File: src/rtl/uart_pkg.sv
// Shared definitions for the UART transmit-side arbitration logic:
// arbiter state encoding, default byte width and a width helper.
package uart_pkg;

  localparam int NB_DATA_DEFAULT = 8;

  typedef enum logic [1:0] {
    ARB_IDLE = 2'd0,
    ARB_LOAD = 2'd1,
    ARB_BUSY = 2'd2
  } arb_state_t;

  // Bits needed to hold 0..value-1; never less than 1.
  function automatic int clog2(input int value);
    int width;
    width = 1;
    while ((1 << width) < value) width++;
    return width;
  endfunction

endpackage

File: src/rtl/rr_arbiter.sv
// Combinational round-robin arbiter: grants the first requester found
// scanning upward from the slot after last_ptr, wrapping at N_REQ.
module rr_arbiter
  import uart_pkg::*;
#(
  parameter int N_REQ = 4,
  localparam int PTR_W = clog2(N_REQ)
) (
  input  logic [N_REQ-1:0] req,
  input  logic [PTR_W-1:0] last_ptr,
  output logic [N_REQ-1:0] gnt,
  output logic [PTR_W-1:0] gnt_idx,
  output logic             any
);

  logic [PTR_W-1:0] idx;

  // Rotating priority scan; the first set bit after last_ptr wins.
  always_comb begin
    // NOTE: every combinational output gets a default first, so no path infers a latch.
    gnt     = '0;
    gnt_idx = '0;
    any     = 1'b0;
    idx     = '0;
    for (int off = 1; off <= N_REQ; off++) begin
      idx = PTR_W'((int'(last_ptr) + off) % N_REQ);
      if (!any && req[idx]) begin
        any      = 1'b1;
        gnt[idx] = 1'b1;
        gnt_idx  = idx;
      end
    end
  end

endmodule

File: src/rtl/uart_tx_arbiter.sv
// Shares one UART transmitter among N_REQ byte requesters using
// round-robin arbitration. IDLE grants and latches the byte, LOAD issues
// the start/ack pulses, BUSY holds ownership until the transmitter reports
// completion. Optional BUSY watchdog: define TX_ARB_TIMEOUT_EN.
module uart_tx_arbiter
  import uart_pkg::*;
#(
  parameter int NB_DATA        = NB_DATA_DEFAULT,
  parameter int N_REQ          = 4,
  parameter int TIMEOUT_CYCLES = 200000
) (
  input  logic                     i_clk,
  input  logic                     i_reset,
  input  logic [N_REQ-1:0]         i_req,
  input  logic [N_REQ*NB_DATA-1:0] i_data,
  output logic [N_REQ-1:0]         o_ack,
  output logic [N_REQ-1:0]         o_done,
  output logic                     o_busy,
  output logic                     o_tx_start,
  output logic [NB_DATA-1:0]       o_tx_data,
  input  logic                     i_tx_done,
  output logic                     o_timeout
);

  localparam int PTR_W = clog2(N_REQ);

  if (N_REQ < 2 || N_REQ > 8 || TIMEOUT_CYCLES < 2) begin : g_param_check
    $error("uart_tx_arbiter: N_REQ must be 2..8 and TIMEOUT_CYCLES at least 2");
  end

  arb_state_t         state, state_nxt;
  logic [N_REQ-1:0]   grant, grant_nxt;
  logic [PTR_W-1:0]   grant_idx, grant_idx_nxt;
  logic [PTR_W-1:0]   last_ptr, last_ptr_nxt;
  logic [NB_DATA-1:0] tx_data_nxt;
  logic [N_REQ-1:0]   ack_nxt, done_nxt;
  logic               busy_nxt, start_nxt, timeout_nxt;

  logic [N_REQ-1:0]   arb_gnt;
  logic [PTR_W-1:0]   arb_idx;
  logic               arb_any;

`ifdef TX_ARB_TIMEOUT_EN
  localparam int CNT_W = clog2(TIMEOUT_CYCLES);
  logic [CNT_W-1:0] cnt, cnt_nxt;
`endif

  rr_arbiter #(.N_REQ(N_REQ)) u_rr_arbiter (
    .req      (i_req),
    .last_ptr (last_ptr),
    .gnt      (arb_gnt),
    .gnt_idx  (arb_idx),
    .any      (arb_any)
  );

  // Next-state and next-output decode; pulses default low every cycle.
  always_comb begin
    state_nxt     = state;
    grant_nxt     = grant;
    grant_idx_nxt = grant_idx;
    last_ptr_nxt  = last_ptr;
    tx_data_nxt   = o_tx_data;
    busy_nxt      = o_busy;
    start_nxt     = 1'b0;
    ack_nxt       = '0;
    done_nxt      = '0;
    timeout_nxt   = 1'b0;
`ifdef TX_ARB_TIMEOUT_EN
    cnt_nxt       = cnt;
`endif
    case (state)
      ARB_IDLE: begin
        if (arb_any) begin
          grant_nxt     = arb_gnt;
          grant_idx_nxt = arb_idx;
          busy_nxt      = 1'b1;
          state_nxt     = ARB_LOAD;
          for (int k = 0; k < N_REQ; k++) begin
            if (arb_gnt[k]) tx_data_nxt = i_data[k*NB_DATA +: NB_DATA];
          end
        end
      end
      ARB_LOAD: begin
        start_nxt    = 1'b1;
        ack_nxt      = grant;
        last_ptr_nxt = grant_idx;
        state_nxt    = ARB_BUSY;
`ifdef TX_ARB_TIMEOUT_EN
        cnt_nxt      = '0;
`endif
      end
      ARB_BUSY: begin
        if (i_tx_done) begin
          done_nxt  = grant;
          busy_nxt  = 1'b0;
          state_nxt = ARB_IDLE;
        end
`ifdef TX_ARB_TIMEOUT_EN
        else if (cnt == CNT_W'(TIMEOUT_CYCLES - 1)) begin
          timeout_nxt = 1'b1;
          busy_nxt    = 1'b0;
          state_nxt   = ARB_IDLE;
        end else begin
          cnt_nxt = cnt + 1'b1;
        end
`endif
      end
      default: begin
        busy_nxt  = 1'b0;
        state_nxt = ARB_IDLE;
      end
    endcase
  end

  // State, grant bookkeeping and registered outputs with synchronous reset.
  always_ff @(posedge i_clk) begin
    // NOTE: non-blocking assignments so every flop samples pre-edge values.
    if (i_reset) begin
      state      <= ARB_IDLE;
      grant      <= '0;
      grant_idx  <= '0;
      last_ptr   <= PTR_W'(N_REQ - 1);
      o_tx_data  <= '0;
      o_busy     <= 1'b0;
      o_tx_start <= 1'b0;
      o_ack      <= '0;
      o_done     <= '0;
      o_timeout  <= 1'b0;
`ifdef TX_ARB_TIMEOUT_EN
      cnt        <= '0;
`endif
    end else begin
      state      <= state_nxt;
      grant      <= grant_nxt;
      grant_idx  <= grant_idx_nxt;
      last_ptr   <= last_ptr_nxt;
      o_tx_data  <= tx_data_nxt;
      o_busy     <= busy_nxt;
      o_tx_start <= start_nxt;
      o_ack      <= ack_nxt;
      o_done     <= done_nxt;
      o_timeout  <= timeout_nxt;
`ifdef TX_ARB_TIMEOUT_EN
      cnt        <= cnt_nxt;
`endif
    end
  end

endmodule

File: config.mk
export PLATFORM = sky130hd
export DESIGN_NAME = uart_tx_arbiter
export DESIGN_NICKNAME = d
export VERILOG_FILES = /design/src/rtl/uart_pkg.sv /design/src/rtl/rr_arbiter.sv /design/src/rtl/uart_tx_arbiter.sv
export SDC_FILE = /design/constraint.sdc
export NUM_CORES = 1
export LEC_CHECK = 0
export ABC_AREA = 1
export BUFFER_PORTS_ARGS = -buffer_cell sky130_fd_sc_hd__buf_4
export CAP_MARGIN = 10
export CELL_PAD_IN_SITES_DETAIL_PLACEMENT = 1
export CELL_PAD_IN_SITES_GLOBAL_PLACEMENT = 1
export CORE_AREA = 2 2 75 77
export DETAILED_ROUTE_END_ITERATION = 8
export DIE_AREA = 0 0 77 79
export PLACE_DENSITY = 0.78
export RECOVER_POWER = 25
export SETUP_SLACK_MARGIN = 0.1
export SYNTH_ARGS = -nofsm -noshare
export SYNTH_HDL_FRONTEND = slang
export SYNTH_SLANG_ARGS = --single-unit
File: constraint.sdc
create_clock -name i_clk -period 2.5 [get_ports i_clk]
set_input_delay 0.125 -clock i_clk [delete_from_list [all_inputs] [get_ports i_clk]]
set_output_delay 0.125 -clock i_clk [all_outputs]
set_load 0.03 [all_outputs]
==> summary.md <==
| Metric | Value |
|---|---|
| Hold crit path type | `in -> reg` |
| CTS root buf | `clkbuf_8` |
| First-pass GRT wire length | `8930 µm` |
| Most frequent cell after synthesis | `nand2_1` |
| DRC violations left | `0` |
| Status | `finished, final reports clean` |
| Post-Syn Instances | `265` |
| TNS Setup | `0 ns` |
| Global route overflow | `0` |
| Ys Warns | `0` |
| Die Footprint | `6080 µm²` |
| Post-DP HPWL | `4240 µm` |
| Switching portion of total power | `51.1%` |
| Switching pwr | `0.00169 W` |
| Synthesized cell area | `1810 µm²` |
| Leakage | `1.25 nW` |
| Slowest cell delay on critical path | `0.37 ns` |
| Min Clock Period, post-route | `2.23 ns` |
| GR peak layer | `met2` |
| Vias per cell | `4.77` |
| Startpoint types | `register` |
| CP Data Required Time | `2.72 ns` |
| Multi-input gate area | `1080 µm²` |
| Max-Cap Viols | `0` |
| CTS tree | `yes` |
| Sink Count | `28` |
| Final Core Density | `46.2%` |
| Biggest area consumer among synthesized cells | `dfxtp_1` |
| Mean post-synth cell area | `6.84 µm²` |
| Register area | `561 µm²` |
| Synth-to-layout area growth | `36.1%` |
| Layout cells sized above 1 | `28.9%` |
| Vias in the first global route | `1940` |
| Worst setup margin | `0.273 ns` |
| Post-synth EDFFs | `0` |
| Die W | `77 µm` |
| First-pass detailed-route iteration total | `4` |
| Design Power | `0.00331 W` |
| Final Hold Vio Count | `0` |
| Clock buffer depth | `2` |
| CP arrival | `2.45 ns` |
| Hold Slack | `0.135 ns` |
| Filler instances | `736` |
| Max Freq | `449 MHz` |
| H-tree depth | `1` |
| Leading register cell type out of synthesis | `dfxtp_1` |
| Internal | `0.00162 W` |
| Pwr Density | `1340 nW/µm²` |
| Total wire length | `5320 µm` |
| Grt met1 use | `23.0%` |
| Ranking of synthesized cells by area | `dfxtp_1 (31%), nand2_1 (12%), inv_1 (8.9%)` |
| I/O Pins | `58` |
| # hold bufs at CTS | `0` |
| Met3 Use GR | `2.16%` |
| Register bit count reported by yosys | `28` |
| Top cells by count, synth | `nand2_1 (58), inv_1 (43), nand3_1 (29)` |
| Cell Rows | `27` |
| Starting DRT DRC Count | `77` |
| Worst-path fanout max | `8` |
| Largest net degree at the start of global routing | `18` |
| Initial antenna violation count | `0` |
| Cell variety after synth | `29` |
| Post-synth top area share | `30.9%` |
| # setup viols final | `0` |
| Clock share of power | `10.9%` |
| CTS Buf Count | `3` |
| Worst setup EP type | `register` |
| Pre-CTS setup slack | `0.222 ns` |
| Fin. max-slew vios | `0` |
| Final ANT Viol Nets | `0` |
| Mapped Nets | `312` |
| Asr flop ratio synth | `0%` |
| Total track usage | `18.1%` |
| Post-synthesis sequential area ratio | `30.9%` |
| Bufs and invs on worst path | `2` |
| Antenna cells | `0` |
| Sequential power share | `18.5%` |
| Worst path cell trace | `inv_2 -> ha_4 -> inv_1 -> nand3_1 -> nand2_1 -> nor2_2 -> nand3_1 -> nand3_4 -> nor2_2 -> a21oi_4 -> nand3_2 -> a21oi_1` |
| Clk slew on worst S/H paths | `0.10 ns` |
| Initial Utilization | `33.9%` |
| Worst ir drop on vdd | `0.000427 V` |
| Via count | `1927` |
| Crit path max-delay family | `simple AND/OR/NAND/NOR gates` |
| Wirelength per Cell | `13.2 µm` |
| Die Ht | `79 µm` |
| Final period utilization | `89.1%` |
| RSZ-0062 raised after global routing | `false` |
| Worst setup path class | `reg -> reg` |
| Met2 GRT Util | `32.4%` |
| Logic pwr share | `70.6%` |
| Final Skew | `0.00324 ns` |
| Slowest CP cell | `dfxtp_1` |
| Core area | `5340 µm²` |
| Worst skew pair latency | `0.28 ns` |
| IO Port Bufs | `56` |
| Placer Congestion | `0.881` |
| Final Net Count | `380` |
## metrics by stage
stage / std cells / instance area, µm²
2_1_floorplan: 265 / 1810
6_report: 404 / 2470
3_3_place_gp: 396 / 2360
3_5_place_dp: 396 / 2360
5_1_grt: 404 / 2470
4_1_cts: 400 / 2430
## cell families after synthesis
logic type | Yosys count | synth area share (%)
compound gates | 43 | 14.4
buf+inv | 52 | 11.2
fa+ha+maj | 8 | 5.53
other cells | 1 | 0.207
flops | 28 | 30.9
simple gates | 133 | 37.8
## cells in the final DEF (no fill, tap or decap), types with 2 or more instances in the layout
cell type | Yosys | final
buf_4 | 1 | 62
o21ai_0 | 7 | 7
a21oi_2 | 1 | 2
clkbuf_8 | 0 | 3
nand3_4 | 3 | 4
nand3_2 | 3 | 3
nand4_1 | 9 | 9
o211ai_1 | 2 | 2
nor2_1 | 15 | 14
a21boi_0 | 3 | 3
nand2_4 | 3 | 3
nand2_2 | 7 | 7
dfxtp_1 | 28 | 28
inv_1 | 43 | 43
a21oi_4 | 2 | 2
clkbuf_1 | 2 | 7
inv_2 | 3 | 3
nand2_1 | 58 | 58
a21oi_1 | 25 | 24
nand3_1 | 29 | 28
ha_1 | 8 | 7
nor2_4 | 2 | 2
nor2_2 | 2 | 3
## area by class of cell
class	count	share of cell area, %
Multi-Input combinational cell	185	43.8
Sequential cell	28	22.7
Timing Repair Buffer	69	19.9
Inverter	46	7.00
Tap cell	72	3.65
Clock buffer	3	1.67
Clock inverter	1	1.22
## worst paths after layout
check	startpoint	endpoint	slack, ns	cells past startpoint
hold / removal	i_reset	o_tx_data[1]$_SDFFE_PP0P_	0.13	2
setup reg to reg	last_ptr[0]$_SDFFE_PP1P_	o_tx_data[4]$_SDFFE_PP0P_	0.27	12
setup / recovery	last_ptr[0]$_SDFFE_PP1P_	o_tx_data[4]$_SDFFE_PP0P_	0.27	12
hold reg to reg	o_tx_data[6]$_SDFFE_PP0P_	o_tx_data[6]$_SDFFE_PP0P_	0.47	2
## state kept, by name, indices dropped and copies added (netlist names)
| signal | cells |
|---|---|
| o_done | 4 |
| o_tx_data | 8 |
| state | 2 |
| grant | 4 |
| o_ack | 4 |
| grant_idx | 2 |
| o_busy | 1 |
| last_ptr | 2 |
| o_tx_start | 1 |
## layer usage
metal | wire, µm | vias up
met4 | 62 | 0
met2 | 2670 | 43
met3 | 174 | 4
li1 | - | 982
met1 | 2410 | 898
met5 | 0 | -
## power groups by stage
stage / clock network [W] / logic (W) / registers (W)
floorplan: 0 / 0.00148 / 0.000710
global route: 0.000389 / 0.00263 / 0.000622
detailed placement: 0 / 0.00219 / 0.000619
finish: 0.000361 / 0.00233 / 0.000612
CTS: 0.000369 / 0.00221 / 0.000611
global placement: 0 / 0.00213 / 0.000615
## timing repair
item | in CTS | in global routing
setup buffers | 0 | 4
hold endpoints to repair | 0 | 0
endpoints found under the setup margin | 0 | 8
resized for setup | 0 | 5
(Power assumes the default switching activity.)
